**src/rtl/trace_pkg.sv**
```systemverilog
// Shared types and constants for the cycle-accurate trace recorder.
// State encodings mirror the core, fetcher and LSU state machines.
package trace_pkg;

    localparam int INSTR_BITS = 16;
    localparam int TRACE_CYCLE_BITS = 16;
    localparam int TRACE_PC_BITS = 8;

    typedef enum logic [2:0] {
        CORE_IDLE    = 3'b000,
        CORE_FETCH   = 3'b001,
        CORE_DECODE  = 3'b010,
        CORE_REQUEST = 3'b011,
        CORE_WAIT    = 3'b100,
        CORE_EXECUTE = 3'b101,
        CORE_UPDATE  = 3'b110,
        CORE_DONE    = 3'b111
    } core_state_e;

    typedef enum logic [2:0] {
        FETCH_IDLE     = 3'b000,
        FETCH_FETCHING = 3'b001,
        FETCH_FETCHED  = 3'b010
    } fetcher_state_e;

    typedef enum logic [1:0] {
        LSU_IDLE       = 2'b00,
        LSU_REQUESTING = 2'b01,
        LSU_WAITING    = 2'b10,
        LSU_DONE       = 2'b11
    } lsu_state_e;

    localparam core_state_e    CORE_RESET  = CORE_IDLE;
    localparam fetcher_state_e FETCH_RESET = FETCH_IDLE;
    localparam lsu_state_e     LSU_RESET   = LSU_IDLE;

    typedef struct packed {
        logic [TRACE_CYCLE_BITS-1:0] cycle;
        logic [2:0]                  core_state;
        logic [2:0]                  fetcher_state;
        logic [1:0]                  lsu_state;
        logic [TRACE_PC_BITS-1:0]    pc;
        logic [INSTR_BITS-1:0]       instruction;
    } trace_record_t;

endpackage

```
**src/rtl/core_trace_capture_if.sv**
```systemverilog
// Record drain channel between the trace unit and its consumer.
// Producer drives valid plus head fields; consumer drives ready.
interface core_trace_capture_if
    import trace_pkg::*;
#(
    parameter int CYCLE_BITS = 16,
    parameter int PC_BITS    = 8
);
    logic                  rec_valid;
    logic                  rec_ready;
    logic [CYCLE_BITS-1:0] rec_cycle;
    logic [2:0]            rec_core_state;
    logic [2:0]            rec_fetcher_state;
    logic [1:0]            rec_lsu_state;
    logic [PC_BITS-1:0]    rec_pc;
    logic [INSTR_BITS-1:0] rec_instruction;

    modport master (
        output rec_valid, rec_cycle, rec_core_state,
        output rec_fetcher_state, rec_lsu_state,
        output rec_pc, rec_instruction,
        input  rec_ready
    );

    modport slave (
        input  rec_valid, rec_cycle, rec_core_state,
        input  rec_fetcher_state, rec_lsu_state,
        input  rec_pc, rec_instruction,
        output rec_ready
    );
endinterface

```
**src/rtl/trace_fifo.sv**
```systemverilog
// Generic synchronous FIFO; the explicit count is the only full/empty source.
// Head data reads as zero while empty.
module trace_fifo #(
    parameter int  DEPTH = 16,
    parameter type T     = logic [7:0]
) (
    input  logic                   clk,
    input  logic                   reset,
    input  logic                   push,
    input  T                       din,
    input  logic                   pop,
    output T                       dout,
    output logic                   full,
    output logic                   empty,
    output logic [$clog2(DEPTH):0] count
);
    localparam int AW = $clog2(DEPTH);
    localparam logic [AW:0] FULL_CNT = (AW+1)'(DEPTH);

    T            mem [DEPTH];
    logic [AW-1:0] wptr;
    logic [AW-1:0] rptr;
    logic        do_push;
    logic        do_pop;

    assign full    = (count == FULL_CNT);
    assign empty   = (count == '0);
    assign do_pop  = pop & ~empty;
    // A full FIFO still accepts a push when the head leaves in the same cycle.
    assign do_push = push & (~full | do_pop);
    assign dout    = empty ? '0 : mem[rptr];

    always_ff @(posedge clk) begin
        if (do_push) begin
            mem[wptr] <= din;
        end
    end

    always_ff @(posedge clk) begin
        if (reset) begin
            wptr  <= '0;
            rptr  <= '0;
            count <= '0;
        end else begin
            if (do_push) begin
                wptr <= wptr + AW'(1);
            end
            if (do_pop) begin
                rptr <= rptr + AW'(1);
            end
            unique case ({do_push, do_pop})
                2'b10:   count <= count + (AW+1)'(1);
                2'b01:   count <= count - (AW+1)'(1);
                default: count <= count;
            endcase
        end
    end
endmodule

```
**src/rtl/core_trace_capture.sv**
```systemverilog
// Trace recorder: timestamps a record whenever a selected state field changes
// and queues it for a valid/ready consumer, counting records lost to a full FIFO.
module core_trace_capture
    import trace_pkg::*;
#(
    parameter int DEPTH      = 16,
    parameter int CYCLE_BITS = 16,
    parameter int PC_BITS    = 8,
    parameter int DROP_BITS  = 8
) (
    input  logic                   clk,
    input  logic                   reset,
    input  logic                   enable,
    input  logic [2:0]             trigger_mask,
    input  logic [2:0]             core_state,
    input  logic [2:0]             fetcher_state,
    input  logic [1:0]             lsu_state,
    input  logic [PC_BITS-1:0]     current_pc,
    input  logic [INSTR_BITS-1:0]  instruction,
    core_trace_capture_if.master   rec,
    output logic [$clog2(DEPTH):0] count,
    output logic                   overflow,
    output logic [DROP_BITS-1:0]   dropped
);
    typedef struct packed {
        logic [CYCLE_BITS-1:0] cycle;
        logic [2:0]            core_state;
        logic [2:0]            fetcher_state;
        logic [1:0]            lsu_state;
        logic [PC_BITS-1:0]    pc;
        logic [INSTR_BITS-1:0] instruction;
    } rec_t;

    logic [CYCLE_BITS-1:0] cycle_q;
    logic [2:0]            prev_core;
    logic [2:0]            prev_fetch;
    logic [1:0]            prev_lsu;
    logic [2:0]            changed;
    logic                  hit;
    logic                  push;
    logic                  drop;
    logic                  full;
    logic                  empty;
    rec_t                  din;
    rec_t                  head;

    assign changed = {lsu_state != prev_lsu,
                      fetcher_state != prev_fetch,
                      core_state != prev_core};
    assign hit  = enable & |(trigger_mask & changed);
    assign push = hit & ~reset;
    assign drop = push & full & ~rec.rec_ready;

    assign din = '{
        cycle:         cycle_q,
        core_state:    core_state,
        fetcher_state: fetcher_state,
        lsu_state:     lsu_state,
        pc:            current_pc,
        instruction:   instruction
    };

    // Stamp counter and change history run regardless of enable.
    always_ff @(posedge clk) begin
        if (reset) begin
            cycle_q    <= '0;
            prev_core  <= CORE_RESET;
            prev_fetch <= FETCH_RESET;
            prev_lsu   <= LSU_RESET;
            overflow   <= 1'b0;
            dropped    <= '0;
        end else begin
            cycle_q    <= cycle_q + CYCLE_BITS'(1);
            prev_core  <= core_state;
            prev_fetch <= fetcher_state;
            prev_lsu   <= lsu_state;
            if (drop) begin
                overflow <= 1'b1;
                if (dropped != '1) begin
                    dropped <= dropped + DROP_BITS'(1);
                end
            end
        end
    end

    trace_fifo #(
        .DEPTH (DEPTH),
        .T     (rec_t)
    ) u_fifo (
        .clk   (clk),
        .reset (reset),
        .push  (push),
        .din   (din),
        .pop   (rec.rec_ready),
        .dout  (head),
        .full  (full),
        .empty (empty),
        .count (count)
    );

    assign rec.rec_valid         = ~empty;
    assign rec.rec_cycle         = head.cycle;
    assign rec.rec_core_state    = head.core_state;
    assign rec.rec_fetcher_state = head.fetcher_state;
    assign rec.rec_lsu_state     = head.lsu_state;
    assign rec.rec_pc            = head.pc;
    assign rec.rec_instruction   = head.instruction;
endmodule

```
**src/flat_wrapper.sv**
```systemverilog
// flat-port wrapper written by rule: the top's interface ports become plain ports
module core_trace_capture_flat import trace_pkg::*;
#(
    parameter int DEPTH      = 16,
    parameter int CYCLE_BITS = 16,
    parameter int PC_BITS    = 8,
    parameter int DROP_BITS  = 8
)
  (clk, reset, enable, trigger_mask, core_state, fetcher_state, lsu_state, current_pc, instruction, count, overflow, dropped, rec_rec_valid, rec_rec_cycle, rec_rec_core_state, rec_rec_fetcher_state, rec_rec_lsu_state, rec_rec_pc, rec_rec_instruction, rec_rec_ready);
  core_trace_capture_if #(.CYCLE_BITS(CYCLE_BITS), .PC_BITS(PC_BITS)) rec_i ();
  input  logic clk;
  input  logic reset;
  input  logic enable;
  input  logic [2:0] trigger_mask;
  input  logic [2:0] core_state;
  input  logic [2:0] fetcher_state;
  input  logic [1:0] lsu_state;
  input  logic [PC_BITS-1:0] current_pc;
  input  logic [INSTR_BITS-1:0] instruction;
  output logic [$clog2(DEPTH):0] count;
  output logic overflow;
  output logic [DROP_BITS-1:0] dropped;
  output wire logic [$bits(rec_i.rec_valid)-1:0] rec_rec_valid;
  output wire logic [$bits(rec_i.rec_cycle)-1:0] rec_rec_cycle;
  output wire logic [$bits(rec_i.rec_core_state)-1:0] rec_rec_core_state;
  output wire logic [$bits(rec_i.rec_fetcher_state)-1:0] rec_rec_fetcher_state;
  output wire logic [$bits(rec_i.rec_lsu_state)-1:0] rec_rec_lsu_state;
  output wire logic [$bits(rec_i.rec_pc)-1:0] rec_rec_pc;
  output wire logic [$bits(rec_i.rec_instruction)-1:0] rec_rec_instruction;
  input wire logic [$bits(rec_i.rec_ready)-1:0] rec_rec_ready;
  assign rec_rec_valid = rec_i.rec_valid;
  assign rec_rec_cycle = rec_i.rec_cycle;
  assign rec_rec_core_state = rec_i.rec_core_state;
  assign rec_rec_fetcher_state = rec_i.rec_fetcher_state;
  assign rec_rec_lsu_state = rec_i.rec_lsu_state;
  assign rec_rec_pc = rec_i.rec_pc;
  assign rec_rec_instruction = rec_i.rec_instruction;
  assign rec_i.rec_ready = rec_rec_ready;
  core_trace_capture #(.DEPTH(DEPTH), .CYCLE_BITS(CYCLE_BITS), .PC_BITS(PC_BITS), .DROP_BITS(DROP_BITS)) u_core (.clk(clk), .reset(reset), .enable(enable), .trigger_mask(trigger_mask), .core_state(core_state), .fetcher_state(fetcher_state), .lsu_state(lsu_state), .current_pc(current_pc), .instruction(instruction), .rec(rec_i), .count(count), .overflow(overflow), .dropped(dropped));
endmodule
```
**config.mk**
```make
export PLATFORM = sky130hd
export DESIGN_NAME = core_trace_capture_flat
export DESIGN_NICKNAME = d
export VERILOG_FILES = /design/src/rtl/trace_pkg.sv /design/src/rtl/core_trace_capture_if.sv /design/src/rtl/trace_fifo.sv /design/src/rtl/core_trace_capture.sv /design/src/flat_wrapper.sv
export SDC_FILE = /design/constraint.sdc
export NUM_CORES = 1
export LEC_CHECK = 0
export ABC_AREA = 0
export CORE_UTILIZATION = 40
export CTS_BUF_LIST = sky130_fd_sc_hd__clkbuf_8 sky130_fd_sc_hd__clkbuf_16
export DETAILED_ROUTE_END_ITERATION = 6
export GPL_TIMING_DRIVEN = 0
export PLACE_DENSITY = 0.57
export SYNTH_ARGS = -nofsm -noshare
export SYNTH_HDL_FRONTEND = slang
export SYNTH_SLANG_ARGS = --single-unit
export TNS_END_PERCENT = 50
```
**constraint.sdc**
```tcl
create_clock -name clk -period 14.8 [get_ports clk]
set_input_delay 2.96 -clock clk [delete_from_list [all_inputs] [get_ports clk]]
set_output_delay 2.96 -clock clk [all_outputs]
set_load 0.01 [all_outputs]
```
* After elaboration in Yosys (flattened, before gate mapping)
Memories as Yosys holds them, arrays and structs flattened. A register that Yosys moved wholly into a read port is not among the register bits.
Cells that the tools add are included.
Widths: inputs -> output; s select.
** Operators by class
- Add/sub/neg operators :: 6
- $mul :: 0
- Divide/modulo/power cells :: 0
- Order comparisons :: 0
- Equal/unequal tests :: 7
- Shift operators :: 0
- Mux-type cells :: 6
- Bitwise operators :: 12
- Reductions and logical operators :: 4
** Operators with widths (count)
- $mux 48 :: 1
- $add 16x1->16 const B :: 1
- $pmux 5 s2 :: 1
- $add 4x1->4 const B :: 2
- $add 8x1->8 const B :: 1
- $mux 4 :: 2
- $ne 8x8->1 const B :: 1
- $and 1x1->1 :: 6
- $ne 3x3->1 :: 2
- $add 5x1->5 const B :: 1
- $eq 5x5->1 const B :: 1
- $logic_not 5->1 :: 1
- $sub 5x1->5 const B :: 1
- $not 1->1 :: 4
- $and 3x3->3 :: 1
- $reduce_or 3->1 :: 1
- $eq 2x1->1 const B :: 1
- $eq 2x2->1 const B :: 1
- $mux 1 :: 2
- $ne 2x2->1 :: 1
- $reduce_and 2->1 :: 1
- $reduce_bool 2->1 :: 1
- $or 1x1->1 :: 1
** Word-level totals
- Flip-flop bits (word level) :: 46
- Latch bits :: 0
- RAM bits :: 768
- ROM bits :: 0
- Output and inout bits :: 63
- Word-level logic and storage cells :: 45
- Memories :: 1
** Memories
- u_core.u_fifo.mem :: words 16, width 48, read ports 1, clocked after Yosys merged registers in 1, wr ports 1, RTL line trace_fifo.sv:20 : T mem [DEPTH];

* Depth between registers and ports, before layout
- Depth in word-level cells :: 8
- Mapped depth :: 9
- Mapped depth without buffers :: 9

* By module
From an unflattened synthesis, not the netlist that was laid out.
** Second synthesis, totals
- Cells, all modules :: 1459
- Area total of the unflattened synthesis :: 31614.1 um2
** Modules (own cells, without submodules)
- trace_fifo :: times used 1, cells each 1304, area an instance 30205.2 um2, seq. area each 23402.4 um2
- core_trace_capture :: times used 1, cells each 155, area an instance 1408.9 um2, seq. area each 660.6 um2

* Worst setup path before layout
OpenSTA, ideal clock, no wires.
- Path kind :: input to register
- Start point :: input enable
- End point :: memory u_core.u_fifo.mem[3][0] in the netlist's numbering, enable pin
- Library setup time :: 513 ps
- Arrival :: 7465 ps
- Path slack :: 6822 ps
- Stages on the path :: 5
- Path buffers :: 0
- Path through :: nor2b_1 > o311ai_0 > a31oi_1 > nand2_1 > nor3_1
** Between the ends
- Cells in the longest elaborated chain, start to end :: 5
** RTL lines
- start, declared :: RTL line flat_wrapper.sv:13 : input logic enable;
- $and 1x1->1 :: RTL line core_trace_capture.sv:50 : assign hit = enable & |(trigger_mask & changed);
- $and 1x1->1 :: RTL line core_trace_capture.sv:51 : assign push = hit & ~reset;
- $and 1x1->1 :: RTL line trace_fifo.sv:30 : assign do_push = push & (~full | do_pop);
- $mux 1 :: RTL line trace_fifo.sv:34 : if (do_push) begin
- $mux 1 (not written as such) :: RTL line trace_fifo.sv:35 : mem[wptr] <= din;
- end, declared :: RTL line trace_fifo.sv:20
No other way between the ends.

==> impl_metrics.yaml <==
sta:
  finalHoldViolCount: 0
  max_freq_mhz: 140
  timing.final.max_slew_violations: 0
  post-route-period-util_pct: 48.4
  maxSlewHeadroom_pct: 21.5
  worst_pin_slew_ps: 1180
  fin_setup_tns_ps: 0
  rsz0062_at_grt: "no"
  setup_viol: 0
  period_minus_slack_ps: 7170
  finClkSkew_ps: 19.0
logic_synthesis:
  yosysTopAreaCell: "edfxtp_1"
  synthCells: 1374
  ys.flop_type: "edfxtp_1"
  yosysWarningCount: 0
  netlist_area_um2: 31400
  synth_edf_count: 768
  syn_area_per_cell_um2: 22.9
  async_flop_share_pct: 0
  synthesis.nets: 1424
  synth_top_area_share_pct: 73.4
  synth.distinct_cells: 49
  synth_area_leaders: "edfxtp_1, mux4_2, dfxtp_1"
  synth_seq_cells: 818
  ys_seq_area_share_pct: 76.6
final_layout:
  final_common_cell: "edfxtp_1"
  n_antenna_cell: 0
  nFillCells: 6406
  fin_cells: 2694
  nNetsFinal: 1634
  layout_common_cells: "edfxtp_1, mux4_2, clkdlybuf4s50_1, clkbuf_16"
  stdcell_area_um2: 37100
  multiInputGateArea_um2: 7150
  seq_area_um2: 24100
  area_delta_synth_final_pct: 18.2
  drive_above_1_share_pct: 26.4
cts:
  cts_buffer_depth: 3
  tritoncts: "yes"
  clock_latency_ps: 630
  postCtsSetupBuffers: 0
  htreeDepth: 3
  clk_pin_slew_ps: 60
  holdBufCountCts: 0
  cts.sinks: 818
  cts_resized: 0
  root_buffer: "clkbuf_16"
  cts_buffers: 85
critical_path:
  slowest_delay_ps: 870
  r2r_setup_slack_ps: 11150
  path_cells: "clkbuf_1 -> clkbuf_1 -> mux4_2 -> mux4_2 -> and2_1 -> clkdlybuf4s50_1"
  cp_max_fo: 10
  worstPathArrival_ps: 4210
  crit_required_ps: 11840
  start_kind: "flip-flop"
  crit_path_end_kind: "output pin"
  critical-path-slowest-cell: "clkbuf_1"
  worstSetupPathType: "reg2out"
drt:
  via_per_inst: 5.53
  drc: 0
  num_vias: 14901
  drt-wirelength-per-cell_um: 28.0
  top_layer_used: "met4"
  wl_um: 75400
  ant_nets: 0
  wl_met1_um: 33300
  met3WireLength_um: 4220
  drt_iter0_drc: 1395
  dr.pass1.iters: 7
  met2_length_um: 36700
placed_design:
  hpwlAfterDp_um: 43300
  gp_congestion: 0.752
  dp_cells: 2537
  placed_area_um2: 34200
  io_buffers: 101
global_routing:
  grt.overflow.total: 0
  grt_pass1_vias: 15572
  antenna_found_initial: 1
  grt_pass1_wl_um: 109000
  grt_usage_pct: 19.5
  grt_max_degree: 41
die:
  initial_core_util_pct: 40.5
  coreArea_um2: 77600
  die_w_um: 282
  row_count: 102
  dieArea_um2: 79700
  io_pins: 102
  die_y_um: 282
power_and_ir_drop:
  p_leak_nw: 11.5
  finalPower_mw: 6.30
  worst_ir_drop_vdd_mv: 0.0910
  power.density_nw_per_um2: 170
run:
  maxCapViolations: 0
min_path:
  holdCritPathClass: "reg2reg"
outcome:
  outcome: "finished clean"
==> path summary, 6_finish.rpt <==
path | from | endpoint | depth (start not counted)
setup reg to reg | u_core.prev_core[0] | u_core.u_fifo.mem[3][26] | 8
hold reg to reg | u_core.overflow | u_core.overflow | 2
hold / removal | u_core.overflow | u_core.overflow | 2
setup / recovery | flip-flop | rec_rec_fetcher_state[1] | 6
==> metal layers <==
layer  up-vias  track usage [%]
li1       6253                -
met1      8076             28.0
met2       476             31.2
met3        96             3.40
met4         0             4.32
met5         -                0
==> sequential cells by signal, indices dropped and copies added (netlist names), named ones only <==
name and count:
u_core.prev_lsu 2, u_core.overflow 1, u_core.cycle_q 16, u_core.u_fifo.rptr 4, u_core.prev_core 3, u_core.dropped 8, u_core.prev_fetch 3, u_core.u_fifo.count 5
u_core.u_fifo.mem 768, u_core.u_fifo.wptr 4
==> power breakdown <==
group / total (mW) / switching [mW] / internal, mW
Combinational: 1.52 / 0.762 / 0.758
Clock: 2.19 / 0.874 / 1.31
Sequential: 2.59 / 0.0248 / 2.57
Total: 6.30 / 1.66 / 4.64
==> critical path: cells and delay by family (launching register included) <==
kind | cells | cell delay [ps]
DFF | 1 | 380
buffers and inverters | 3 | 2030
muxes | 2 | 970
and+or+nand+nor | 1 | 190
==> stage by stage <==
stage / utilization, % / worst slack [ps] / hold slack (ps)
global placement: 43.5 / 594 / 466
detailed placement: 44.1 / 7490 / 471
finish: 47.9 / 7630 / 485
CTS: 47.9 / 7570 / 491
floorplan: - / 6820 / 459
global route: 47.9 / 7490 / 541
==> cells by family (layout without fill, tap and decap cells) <==
group                      Yosys count  in the layout  synth area share [%]
DFF                                818            818                  76.6
muxes                              246            246                  17.4
and+or+nand+nor                    160            160                  3.03
buffers and inverters               70            350                 0.920
AOI/OAI and AO/OA                   46             46                 0.987
xor gates and xnor gates            23             23                 0.641
adders and majority gates           11             11                 0.462
==> cell usage after synthesis, types with 2 or more instances <==
| cell | number |
|---|---|
| edfxtp_1 | 768 |
| mux4_2 | 240 |
| and2_1 | 50 |
| dfxtp_1 | 50 |
| clkbuf_1 | 40 |
| nor2_1 | 23 |
| buf_2 | 21 |
| a21oi_1 | 17 |
| and3_1 | 16 |
| xor2_1 | 15 |
| nor2b_1 | 13 |
| nand3_1 | 12 |
| ha_1 | 10 |
| o21ai_0 | 10 |
| xnor2_1 | 8 |
| nand2_1 | 7 |
| nand4_1 | 6 |
| or3_1 | 6 |
| inv_1 | 5 |
| mux2i_1 | 5 |
| nor3_1 | 5 |
| buf_1 | 4 |
| nor4_1 | 4 |
| o31ai_1 | 4 |
| and4_1 | 3 |
| nand2b_1 | 3 |
| or3b_1 | 3 |
| a21o_1 | 2 |
| o311a_1 | 2 |
| o311ai_0 | 2 |
| or4_1 | 2 |
==> final cells by class <==
class / count / share of cell area, %
Tap cell: 1040 / 3.50
Inverter: 5 / 0.0505
Timing Repair Buffer: 123 / 3.87
Multi-Input combinational cell: 486 / 19.3
Buffer: 65 / 0.728
Sequential cell: 818 / 64.8
Clock inverter: 65 / 1.77
Clock buffer: 92 / 6.02
(Power assumes the default switching activity.)
